<file path="src/rtl/rv32f_pkg.sv">
// Shared types for the FP load/store unit: FSM state and fault cause encodings.
package rv32f_pkg;

    typedef enum logic [1:0] {
        S_IDLE  = 2'd0,
        S_BEAT0 = 2'd1,
        S_BEAT1 = 2'd2,
        S_ERR   = 2'd3
    } fp_lsu_state_t;

    typedef enum logic [1:0] {
        CAUSE_LD_MISALIGN   = 2'd0,
        CAUSE_ST_MISALIGN   = 2'd1,
        CAUSE_ILLEGAL_WIDTH = 2'd2
    } fp_lsu_cause_t;

endpackage

</file>
<file path="src/rtl/fp_lsu_memory.sv">
// FP load/store memory stage: splits FLW/FSW/FLD/FSD into 32-bit bus beats and
// writes load results back to the FP register file one cycle after the last beat.
module fp_lsu_memory
    import rv32f_pkg::*;
#(
    parameter int FLEN   = 32,
    parameter int ADDR_W = 32,
    parameter int BUS_W  = 32
) (
    input  logic              CLK,
    input  logic              nRST,
    input  logic              req_valid,
    input  logic              req_load,
    input  logic              req_dbl,
    input  logic [ADDR_W-1:0] req_addr,
    input  logic [FLEN-1:0]   req_wdata,
    input  logic [4:0]        req_rd,
    output logic              busy,
    output logic [ADDR_W-1:0] mem_addr,
    output logic              mem_ren,
    output logic              mem_wen,
    output logic [BUS_W-1:0]  mem_store,
    input  logic              mem_busy,
    input  logic [BUS_W-1:0]  mem_load,
    output logic              freg_w,
    output logic [4:0]        freg_idx,
    output logic [FLEN-1:0]   freg_wdata,
    output logic              exception,
    output logic [1:0]        exc_cause
);

    fp_lsu_state_t     state_q, state_d;
    fp_lsu_cause_t     cause_q, cause_d;
    logic [ADDR_W-1:0] addr_q;
    logic [63:0]       wdata_q;   // zero-extended so the high word exists for either FLEN
    logic [4:0]        rd_q;
    logic              load_q, dbl_q;
    logic [BUS_W-1:0]  lo_q;
    logic              freg_w_q;
    logic [4:0]        freg_idx_q;
    logic [FLEN-1:0]   freg_wdata_q;

    logic            in_beat, beat_done, last_beat, accept, illegal, misalign, wb_fire;
    logic [FLEN-1:0] wb_data;

    assign in_beat   = (state_q == S_BEAT0) || (state_q == S_BEAT1);
    assign beat_done = in_beat && !mem_busy;
    assign last_beat = (state_q == S_BEAT1) || ((state_q == S_BEAT0) && !dbl_q);
    assign wb_fire   = beat_done && last_beat && load_q;
    assign accept    = (state_q == S_IDLE) && req_valid;
    assign illegal   = req_dbl && (FLEN == 32);
    assign misalign  = req_dbl ? (req_addr[2:0] != 3'b0) : (req_addr[1:0] != 2'b0);

    // Single-word loads are NaN-boxed; with FLEN=32 the truncation drops the box.
    assign wb_data = FLEN'(dbl_q ? {mem_load, lo_q} : {32'hFFFF_FFFF, mem_load});

    always_comb begin
        state_d = state_q;
        cause_d = cause_q;
        case (state_q)
            S_IDLE: if (req_valid) begin
                if (illegal) begin
                    state_d = S_ERR;
                    cause_d = CAUSE_ILLEGAL_WIDTH;
                end else if (misalign) begin
                    state_d = S_ERR;
                    cause_d = req_load ? CAUSE_LD_MISALIGN : CAUSE_ST_MISALIGN;
                end else begin
                    state_d = S_BEAT0;
                end
            end
            S_BEAT0: if (!mem_busy) state_d = dbl_q ? S_BEAT1 : S_IDLE;
            S_BEAT1: if (!mem_busy) state_d = S_IDLE;
            default: state_d = S_IDLE;
        endcase
    end

    always_ff @(posedge CLK or negedge nRST) begin
        if (!nRST) begin
            state_q      <= S_IDLE;
            cause_q      <= CAUSE_LD_MISALIGN;
            addr_q       <= '0;
            wdata_q      <= '0;
            rd_q         <= '0;
            load_q       <= 1'b0;
            dbl_q        <= 1'b0;
            lo_q         <= '0;
            freg_w_q     <= 1'b0;
            freg_idx_q   <= '0;
            freg_wdata_q <= '0;
        end else begin
            state_q  <= state_d;
            cause_q  <= cause_d;
            freg_w_q <= wb_fire;
            if (accept) begin
                addr_q  <= req_addr;
                wdata_q <= 64'(req_wdata);
                rd_q    <= req_rd;
                load_q  <= req_load;
                dbl_q   <= req_dbl;
            end
            if ((state_q == S_BEAT0) && beat_done && load_q) lo_q <= mem_load;
            if (wb_fire) begin
                freg_idx_q   <= rd_q;
                freg_wdata_q <= wb_data;
            end
        end
    end

    assign mem_ren   = in_beat && load_q;
    assign mem_wen   = in_beat && !load_q;
    assign mem_addr  = (state_q == S_BEAT0) ? addr_q :
                       (state_q == S_BEAT1) ? addr_q + ADDR_W'(4) : '0;
    assign mem_store = (state_q == S_BEAT0) ? wdata_q[31:0] :
                       (state_q == S_BEAT1) ? wdata_q[63:32] : '0;
    // Gated by reset so a held req_valid cannot leak out while nRST is low.
    assign busy      = nRST && (accept || (in_beat && !(beat_done && last_beat)));
    assign exception = (state_q == S_ERR);
    assign exc_cause = (state_q == S_ERR) ? cause_q : 2'b0;
    assign freg_w     = freg_w_q;
    assign freg_idx   = freg_idx_q;
    assign freg_wdata = freg_wdata_q;

endmodule

</file>
<file path="config.mk">
export PLATFORM = sky130hd
export DESIGN_NAME = fp_lsu_memory
export DESIGN_NICKNAME = d
export VERILOG_FILES = /design/src/rtl/rv32f_pkg.sv /design/src/rtl/fp_lsu_memory.sv
export SDC_FILE = /design/constraint.sdc
export NUM_CORES = 1
export LEC_CHECK = 0
export ABC_AREA = 1
export CORE_UTILIZATION = 45
export CTS_BUF_LIST = sky130_fd_sc_hd__clkbuf_8
export DETAILED_ROUTE_END_ITERATION = 6
export GPL_TIMING_DRIVEN = 1
export PLACE_DENSITY = 0.77
export SETUP_SLACK_MARGIN = 0.5
export SYNTH_ARGS = -nofsm -noshare
export SYNTH_HDL_FRONTEND = slang
export SYNTH_SLANG_ARGS = --single-unit
</file>
<file path="constraint.sdc">
create_clock -name CLK -period 2.5 [get_ports CLK]
set_input_delay 0.625 -clock CLK [delete_from_list [all_inputs] [get_ports CLK]]
set_output_delay 0.625 -clock CLK [all_outputs]
set_load 0.05 [all_outputs]
</file>
==> key figures, run 1 <==
Floorplanning
  • Die ar.: between 15000 and 20000 um2
  • Die Ht: between 100 and 150 um
  • IO Count: approximately 220
  • Num rows: 46
  • Die W: 129 um
  • Core region area: approximately 16000 um2
  • Initial Utilization: 46.0%

Hold path
  • Worst min path class: input port to asynchronous set/reset pin

Clocking
  • CTS buffer count: 17
  • Worst-Skew Late Latency: 0.46 ns
  • CTS Root Cell: clkbuf_8
  • Max Root-Sink Buffers: 2
  • CTS H-Tree Depth: 4
  • TritonCTS clock tree: built
  • Post-cts hold buffer count: 0
  • CTS sink count: 145
  • Clk pin slew, worst setup/hold paths: roughly 0.09 ns

Timing
  • Final worst setup slack: -0.327 ns
  • Rel. slew slack: 43.8%
  • Setup-failing EPs final: 64
  • RSZ-0062 raised after global routing: true
  • Crit share post-route: 113%
  • FMAX: 354 MHz
  • Tightest Pin Transition: roughly 0.84 ns
  • Count of final hold-check violations: 0
  • Clock Skews: 0.0154 ns
  • Pins over their slew limit: 0
  • Hold Slack: 0.257 ns
  • Fin crit period: 2.83 ns

Routing
  • Drt drc: 0
  • Antenna Violating Nets Remaining: 0
  • Routed length per instance: 18.4 um
  • Initial DRC count: 465
  • Final WL: 25.8 mm
  • Via count: 7502
  • Vias per cell: ~5.4
  • Drt first pass iters: 5

Power
  • Leakage power: 5.86 nW
  • IR drop worst, VDD: a little over 0.9 mV
  • PwrDens: between 1000 and 1500 nW/um2

Critical path
  • Reg2reg start: state_q[1]
  • CP Class: flip-flop to output port
  • Crit. Startpoint: state_q[1]
  • Critical Path Sink: mem_addr[15]
  • R2r worst-path depth: 11
  • R2r setup slk: 0.52 ns
  • Arr. time, crit path: 2.20 ns
  • Worst path slowest cell: dfrtp_1
  • CP Cell Sequence: inv_2 -> ha_4 -> buf_8 -> nor3_4 -> nand3_2 -> o21ai_2 -> nand2_2 -> nor2_4 -> buf_12
  • Crit end category: output port
  • R2R Path End: freg_wdata[18]
  • Crit Path Max Fanout: 3
  • Worst stage delay on the critical path: 0.39 ns
  • Crit start category: flip-flop
  • Worst Path Required: approximately 1.9 ns

Finish
  • Most common cell after layout, fill and taps aside: nand2_1
  • Share of cells above drive strength 1: 42.2%
  • Number of fill cells in the layout: around 910
  • Final core utilization: 80.4%
  • Layout overhead on the synthesized area: 74.8%
  • Commonest non-fill, non-tap cells in the layout: nand2_1 (261), dfrtp_1 (138), clkdlybuf4s50_1 (105), nor2_1 (79), buf_12 (79)
  • # diodes: 0
  • Final #Nets: 1284

Synthesis
  • Post-Synth XOR/XNOR Area: 0%
  • Synthesis-stage register bit count: 145
  • Compound-Gate Fraction of Synth Area: 9.42%
  • Mux cell area share after synthesis: 4.95%
  • Synth Warn #: 0
  • Per-instance average area after synthesis: approximately 8.1 um2
  • Post-Synth Simple-Gate Area: 28.0%
  • Net count after synthesis: 1010
  • Yosys cell types: 35
  • Synth Area in Adders: 0.860%
  • Post-Synthesis Cells: 898
  • Largest family of logic cells by synthesized area: simple AND/OR/NAND/NOR gates
  • Netlist Area Pre-Place: 7280 um2
  • Post-synthesis sequential area ratio: 49.9%

Placed design
  • Post-DP HPWL: 14.7 mm
  • Routability Congestion: 0.926
  • PortBufs: 214

Global routing
  • GRT overflow: 0
  • Initial antenna violation count: 0
  • First-pass GRT wire length: ~36 mm
  • Pin count of the biggest net entering global routing: around 150
  • Vias in the first global route: 7103
  • Gr usage total: 27.9%

Flow run
  • Max-Cap Viols: 0

Status
  • Status: complete, but fails checks
  • Violated checks: negative setup slack
synthesized netlist by cell type:
| cell type | instances | share of area, % |
|---|---|---|
| nor3_2 | 2 | 0.28 |
| buf_6 | 3 | 0.46 |
| nor2_1 | 130 | 6.7 |
| o31ai_1 | 2 | 0.21 |
| nand4_1 | 2 | 0.17 |
| nor3_1 | 2 | 0.14 |
| and3_1 | 2 | 0.17 |
| nor2_2 | 2 | 0.17 |
| a21boi_0 | 1 | 0.10 |
| inv_1 | 79 | 4.1 |
| nor2_4 | 1 | 0.15 |
| nand2_2 | 2 | 0.17 |
| clkinv_1 | 1 | 0.052 |
| dfrtp_1 | 145 | 50 |
| nand3_4 | 1 | 0.24 |
| a21oi_1 | 17 | 1.2 |
| buf_4 | 5 | 0.52 |
| ha_1 | 5 | 0.86 |
| o21ai_1 | 2 | 0.14 |
| nand3_1 | 28 | 1.9 |
| clkbuf_1 | 16 | 0.83 |
| o31ai_2 | 32 | 5.5 |
| inv_2 | 2 | 0.10 |
| nand3b_1 | 2 | 0.21 |
| o21ai_0 | 31 | 2.1 |
| or2_2 | 2 | 0.17 |
| nor4_1 | 1 | 0.086 |
| buf_1 | 7 | 0.36 |
| mux2_2 | 32 | 5.0 |
| o22ai_1 | 2 | 0.17 |
| nand3_2 | 1 | 0.14 |
| nor3_4 | 1 | 0.22 |
| nand2_1 | 328 | 17 |
| buf_2 | 8 | 0.55 |
| or2_1 | 1 | 0.086 |
stage by stage:
stage	setup slack [ns]	setup TNS, ns	cells	power [W]	instance area [um2]
floorplan	0.311	0	898	0.00991	7800
global placement	0.161	0	1304	0.0132	10800
detailed placement	0.0827	0	1304	0.0134	10800
CTS	-0.209	-5.25	1373	0.0161	12100
global route	-0.399	-12.55	1401	0.0179	12700
finish	-0.327	-8.29	1401	0.0171	12700
logic make-up after synthesis:
kind of cell	after synthesis
and+or+nand+nor	508
DFF	145
buffers and inverters	121
AOI/OAI and AO/OA	87
muxes	32
adders and majority gates	5
cell type report:
| cell class | count | area (um2) | area share [%] |
|---|---|---|---|
| timing repair buffer | 294 | 3720 | 29.2 |
| sequential | 145 | 3640 | 28.6 |
| clock inverter | 14 | 131 | 1.03 |
| clock buffer | 18 | 248 | 1.95 |
| tap | 216 | 270 | 2.12 |
| multi-input combinational | 632 | 4270 | 33.6 |
| inverter | 82 | 445 | 3.50 |
registers in the layout, summed over array words and instances (netlist names):
register and cells:
freg_w 1, load_q 1, lo_q 32, dbl_q 1, addr_q 32, state_q 2
rd_q 5, cause_q 2, freg_wdata 32, wdata_q 32, freg_idx 5
per-layer routing:
| metal | part of all wire (%) | up-vias | GRT usage [%] |
|---|---|---|---|
| li1 | - | 3373 | - |
| met1 | 38 | 3687 | 34.8 |
| met2 | 51 | 363 | 46.0 |
| met3 | 8.6 | 79 | 8.26 |
| met4 | 3.1 | 0 | 10.1 |
| met5 | 0 | - | 0 |
worst min path at each step:
| stage | slack [ns] | startpoint | end | depth (start not counted) |
|---|---|---|---|---|
| 2_1_floorplan | 0.33 | nRST | addr_q[0] | 0 |
| 3_3_place_gp | 0.45 | rd_q[1] | freg_idx[1] | 2 |
| 3_5_place_dp | 0.46 | rd_q[1] | freg_idx[1] | 2 |
| 4_1_cts | 0.37 | nRST | addr_q[23] | 2 |
| 5_1_grt | 0.35 | nRST | addr_q[24] | 2 |
| 6_report | 0.26 | nRST | addr_q[24] | 2 |
critical path: cells and delay by family, from the launching register on:
kind / cells / cell delay [ns]
flops: 1 / 0.39
buf+inv: 3 / 0.33
compound gates: 1 / 0.21
fa+ha+maj: 1 / 0.18
simple gates: 4 / 0.65
report_power, final:
group	switching (W)	internal [W]	total, W
sequential	0.00104	0.00347	0.00451
combinational	0.00643	0.00433	0.0108
clock	0.000999	0.000829	0.00183
total	0.00847	0.00863	0.0171
repair_timing:
item	4_1_cts	5_1_grt
setup endpoints to repair	138	135
setup buffers	34	22
gates cloned	3	6
pin swaps	53	53
gates resized for setup	219	122
No activity file was read; power rests on OpenSTA's default activity.
==> run 2, diff against run 1 <==
- CORE_UTILIZATION: 45 -> 47
- PLACE_DENSITY: 0.77 -> 0.8
==> key figures, run 2 (synthesis gave the netlist of run 1 again) <==
Clocking
  • Max Root-Sink Buffers: 2
  • CTS H-Tree Depth: 4
  • Worst-Skew Late Latency: 0.46 ns
  • Clk pin slew, worst setup/hold paths: approximately 0.090 ns
  • TritonCTS clock tree: built
  • CTS sink count: 145
  • CTS Root Cell: clkbuf_8
  • CTS buffer count: 17

Timing
  • Fin crit period: 2.84 ns
  • Crit share post-route: 114%
  • Count of final hold-check violations: 0
  • Final worst setup slack: -0.339 ns
  • Pins over their slew limit: 0
  • RSZ-0062 raised after global routing: true
  • FMAX: 352 MHz
  • Rel. slew slack: 39.3%
  • Setup-failing EPs final: 63
  • Tightest Pin Transition: 0.910 ns
  • Clock Skews: 0.0104 ns

Critical path
  • Family with the most delay on the worst path: simple AND/OR/NAND/NOR gates
  • Crit end category: output port
  • R2R Path End: freg_wdata[23]
  • CP Cell Sequence: nand2_2 -> nor2_1 -> inv_1 -> nor2_1 -> nand3_2 -> nand2_2 -> nand2_2 -> nor2_4 -> buf_12
  • R2r setup slk: 0.38 ns
  • Worst stage delay on the critical path: 0.43 ns
  • CP Class: flip-flop to output port
  • Worst Path Required: 1.88 ns
  • Crit Path Max Fanout: 3
  • Reg2reg start: state_q[1]
  • R2r worst-path depth: 10
  • Buffer and inverter count on the worst path: 2
  • Crit start category: flip-flop
  • Crit path top cell by count: nand2_2
  • Worst path slowest cell: dfrtp_1
  • Arr. time, crit path: 2.21 ns

Placed design
  • Routability Congestion: 0.945
  • Inst Count DP: 1275
  • PortBufs: 214
  • Post-DP HPWL: around 14 mm
  • Placed cell areas: 10800 um2

Finish
  • Commonest non-fill, non-tap cells in the layout: nand2_1 (232), dfrtp_1 (138), clkdlybuf4s50_1 (105), nor2_1 (80), buf_12 (74)
  • Most common cell after layout, fill and taps aside: nand2_1
  • Final #Nets: approximately 1300
  • Share of cells above drive strength 1: between 40% and 50%
  • Design area: 12800 um2
  • Layout overhead on the synthesized area: 75.9%
  • Post-Layout Cell Count: 1357

Floorplanning
  • IO Count: 215
  • Initial Utilization: about half
  • Die ar.: 16000 um2
  • Core region area: about 15000 um2
  • Die Ht: 126 um
  • Die W: 126 um
  • Num rows: 45

Global routing
  • First-pass GRT wire length: 35.5 mm
  • Vias in the first global route: just under 7000
  • Initial antenna violation count: 1
  • Gr usage total: 28.8%
  • GRT overflow: 0
  • Pin count of the biggest net entering global routing: 90

Routing
  • Drt drc: 0
  • Vias per cell: ~5.6
  • Routed length per instance: between 15 and 20 um
  • Final WL: 26.1 mm
  • Initial DRC count: 530
  • Via count: roughly 7500
  • Antenna Violating Nets Remaining: 0
  • Drt first pass iters: 5

Status
  • Violated checks: negative setup slack
  • Status: complete, but fails checks

Power
  • PwrDens: 1370 nW/um2
  • Leakage power: between 5 and 6 nW
  • IR drop worst, VDD: 1.04 mV

Flow run
  • Max-Cap Viols: 0

Hold path
  • Worst min path class: input port to asynchronous set/reset pin
[run 2: cell types whose count changed in the layout (fill, tap and decap cells not counted), sizes merged, moves of 3 or more]
| cell | previous run | this run |
|---|---|---|
| clkinvlp | 33 | 36 |
| dlygate4sd2 | 3 | 0 |
| inv | 58 | 51 |
| clkinv | 4 | 8 |
| clkbuf | 42 | 49 |
| clkdlybuf4s15 | 15 | 10 |
| buf | 147 | 132 |
[run 2: worst max path at each step]
stage / start / end / slack, ns / depth (start not counted)
finish: addr_q[7] / mem_addr[31] / -0.34 / 9
CTS: state_q[0] / busy / -0.20 / 8
floorplan: addr_q[3] / mem_addr[18] / 0.31 / 9
global placement: mem_busy / busy / 0.18 / 6
detailed placement: mem_busy / busy / 0.15 / 6
global route: state_q[0] / mem_addr[15] / -0.43 / 8
[run 2: cell type report]
cell class / instances / area (um2)
clock buffers: 18 / 248
well taps: 188 / 235
repair buffers: 278 / 3450
diodes: 1 / 2.50
multi-input cells: 632 / 4680
inverters: 82 / 449
flip-flops and latches: 145 / 3640
fillers: 755 / 2350
clock inverters: 13 / 91.3
[run 2: where the power goes]
part / internal, W / leakage (nW) / switching, W / total, W
Combinational: 0.00447 / 3.79 / 0.00672 / 0.0112
Sequential: 0.00347 / 1.81 / 0.00118 / 0.00465
Clock: 0.000703 / 0.164 / 0.000967 / 0.00167
[run 2: per-layer routing]
metal | wire [um] | vias to the layer above | GRT usage [%]
met5 | 0 | - | 0
met4 | 1060 | 0 | 12.5
met3 | 2260 | 98 | 8.69
met2 | 13100 | 433 | 47.0
met1 | 9710 | 3671 | 35.5
li1 | - | 3334 | -
[run 2: what timing repair did]
action,CTS,global route
gates cloned,1,3
endpoints found under the setup margin,137,119
pin swaps,48,72
hold buffers,0,0
resized for setup,219,220
setup buffers,23,23
[run 2: worst reg2reg max path, delay by kind of cell (launching register included)]
family                   cells  cell delay [ns]
buffers and inverters        5             0.79
AND/OR/NAND/NOR              3             0.42
flip-flops                   1             0.41
AO/OA/AOI/OAI                1             0.25
adder cells (fa/ha/maj)      1             0.16
[run 2: through the flow]
step           setup slack, ns  utilization, %  TNS (ns)  total power [W]  hold slack (ns)
6_report                -0.339            84.5     -9.34           0.0175            0.389
5_1_grt                 -0.430            84.5    -13.06           0.0182            0.462
4_1_cts                 -0.204            78.2     -3.70           0.0159            0.409
3_5_place_dp             0.148            71.0         0           0.0134            0.453
3_3_place_gp             0.178            71.0         0           0.0132            0.447
2_1_floorplan            0.311               -         0          0.00991            0.329
==> run 3, diff against run 2 <==
--- a/config.mk
+++ b/config.mk
@@ -7,9 +7,11 @@
 export LEC_CHECK = 0
 export ABC_AREA = 1
-export CORE_UTILIZATION = 47
+export CELL_PAD_IN_SITES_DETAIL_PLACEMENT = 1
+export CELL_PAD_IN_SITES_GLOBAL_PLACEMENT = 2
+export CORE_UTILIZATION = 28
 export CTS_BUF_LIST = sky130_fd_sc_hd__clkbuf_8
 export DETAILED_ROUTE_END_ITERATION = 6
 export GPL_TIMING_DRIVEN = 1
-export PLACE_DENSITY = 0.8
+export PLACE_DENSITY_LB_ADDON = 0.1
 export SETUP_SLACK_MARGIN = 0.5
 export SYNTH_ARGS = -nofsm -noshare
==> constraint.sdc (replaced) <==
create_clock -name CLK -period 2.5 [get_ports CLK]
set_input_delay 0.625 -clock CLK [delete_from_list [all_inputs] [get_ports CLK]]
set_output_delay 0.625 -clock CLK [all_outputs]
set_load 0.005 [all_outputs]
==> key figures, run 3 (synthesis gave the netlist of run 1 again) <==
Status
  • Status: complete, but fails checks
  • Violated checks: negative setup slack

Power
  • Leakage power: 6.29 nW
  • Combinational Power Share: 54.2%
  • Sequential Power Share: between 30% and 40%
  • Power share of the clock group: roughly 14%
  • Switching Share: 41.9%
  • PwrDens: 1130 nW/um2
  • IR drop worst, VDD: 0.438 mV
  • Cell internal pwr: 0.00789 W
  • Net Sw Power: about 0.0057 W
  • Final total power: 0.0136 W

Global routing
  • Vias in the first global route: between 7000 and 8000
  • Initial antenna violation count: 1
  • First-pass GRT wire length: 40.8 mm
  • GRT overflow: 0
  • Pin count of the biggest net entering global routing: slightly above 100
  • Gr usage total: 20.1%

Finish
  • Final #Nets: 1347
  • Most common cell after layout, fill and taps aside: nand2_1
  • Final core utilization: 47.6%
  • Share of cells above drive strength 1: 37.9%
  • Commonest non-fill, non-tap cells in the layout: nand2_1 (279), dfrtp_1 (144), clkdlybuf4s50_1 (106), nor2_1 (98), buf_4 (72)
  • Layout overhead on the synthesized area: 65.8%

Clocking
  • CTS buffer count: 17
  • CTS H-Tree Depth: 4
  • Max Root-Sink Buffers: 2
  • Worst-Skew Late Latency: 0.47 ns
  • CTS Root Cell: clkbuf_8
  • CTS sink count: 145
  • Post-cts hold buffer count: 0
  • Clk pin slew, worst setup/hold paths: about 0.10 ns
  • TritonCTS clock tree: built

Critical path
  • CP Class: flip-flop to output port
  • R2r setup slk: 0.29 ns
  • R2r worst-path depth: 9
  • Worst stage delay on the critical path: 0.42 ns
  • Crit start category: flip-flop
  • Worst Path Required: 1.88 ns
  • Crit path top cell by count: buf_4
  • Buffer and inverter count on the worst path: 5
  • Arr. time, crit path: between 2 and 2.5 ns
  • Crit Path Max Fanout: 7
  • Crit end category: output port
  • Family with the most delay on the worst path: buffers and inverters
  • Worst path slowest cell: dfrtp_1
  • R2R Path End: lo_q[4]
  • Reg2reg start: state_q[0]
  • CP Cell Sequence: ha_4 -> buf_6 -> nor2_4 -> clkinv_4 -> buf_4 -> buf_4 -> o21ai_2 -> nor2_2 -> buf_2

Flow run
  • Max-Cap Viols: 0

Placed design
  • PortBufs: 214
  • Post-DP HPWL: 17.5 mm
  • Place WS: -0.231 ns
  • Routability Congestion: roughly 0.85

Timing
  • Rel. slew slack: 56.3%
  • Final worst setup slack: -0.205 ns
  • Count of final hold-check violations: 0
  • FMAX: 370 MHz
  • Pins over their slew limit: 0
  • RSZ-0062 raised after global routing: true
  • Tightest Pin Transition: between 0.6 and 0.7 ns
  • Fin crit period: 2.70 ns
  • TNS Setup: -5.49 ns
  • Setup-failing EPs final: 51
  • Clock Skews: roughly 0.018 ns
  • Crit share post-route: 108%

Floorplanning
  • Die Ht: 163 um
  • Initial Utilization: 28.7%
  • Num rows: 58
  • Die ar.: approximately 27000 um2
  • Core region area: ~25000 um2
  • IO Count: 215
  • Die W: 163 um

Routing
  • Antenna Violating Nets Remaining: 0
  • Initial DRC count: 221
  • Final WL: 27.6 mm
  • Vias per cell: 4.58
  • Routed length per instance: 17.5 um
  • Drt first pass iters: 4
  • Via count: 7234
  • Drt drc: 0

Hold path
  • Worst min path class: input port to asynchronous set/reset pin
run 3: changes by cell type in the layout (fill, tap and decap cells not counted), sizes merged, moves of 2 or more:
cell / delta
buf: +67
clkinvlp: -35
inv: +35
clkbuf: -20
dlygate4sd2: +20
dlymetal6s2s: +17
clkdlybuf4s15: -8
clkinv: +2
run 3: worst max-delay path by stage:
stage	from	end	slack, ns	depth (start not counted)
detailed placement	state_q[0]	mem_addr[13]	-0.23	9
CTS	state_q[1]	mem_addr[20]	-0.22	11
global placement	state_q[0]	mem_addr[13]	-0.18	9
global route	addr_q[3]	mem_addr[24]	-0.33	12
floorplan	state_q[1]	mem_addr[8]	0.52	9
finish	state_q[0]	mem_addr[9]	-0.20	9
run 3: worst register-to-register path: cells and delay by family, from the launching register on:
kind                     cells  cell delay (ns)
adder cells (fa/ha/maj)      1             0.23
buffers and inverters        6             0.91
AND/OR/NAND/NOR              1             0.18
flip-flops                   1             0.42
multiplexers                 1             0.37
run 3: power groups by stage:
| stage | clock [W] | sequential, W | combinational (W) |
|---|---|---|---|
| 6_report | 0.00196 | 0.00425 | 0.00737 |
| 5_1_grt | 0.00212 | 0.00439 | 0.00807 |
| 4_1_cts | 0.00203 | 0.00419 | 0.00640 |
| 3_5_place_dp | 0 | 0.00422 | 0.00586 |
| 3_3_place_gp | 0 | 0.00419 | 0.00579 |
| 2_1_floorplan | 0 | 0.00407 | 0.00282 |
run 3: final cells by class:
cell class | count | area (um2)
antenna | 2 | 5.00
fill | 2994 | 13300
inverter | 82 | 329
tap | 330 | 413
clock buffer | 17 | 234
clock inverter | 15 | 183
sequential | 145 | 3630
multi-input combinational | 633 | 3790
timing repair buffer | 356 | 3480
run 3: stage by stage:
stage               area, um2  cells  hold slack (ns)
global route            12100   1579            0.266
CTS                     11200   1541            0.284
global placement        10200   1469            0.463
finish                  12100   1580            0.227
detailed placement      10200   1469            0.465
floorplan                7280    898            0.329
run 3: per-layer routing:
metal	global-route usage (%)	share of wire [%]	vias to the layer above
met5	0	0	-
met4	7.05	2.6	0
met3	5.26	4.6	40
met2	35.3	52	137
met1	23.5	41	3559
li1	-	-	3498
run 3: repair_timing:
action                                  in CTS  in global routing
gates resized for setup                    390                201
gates cloned                                 5                  4
setup buffers                               35                 33
pin swaps                                   61                 64
endpoints found under the setup margin     228                170
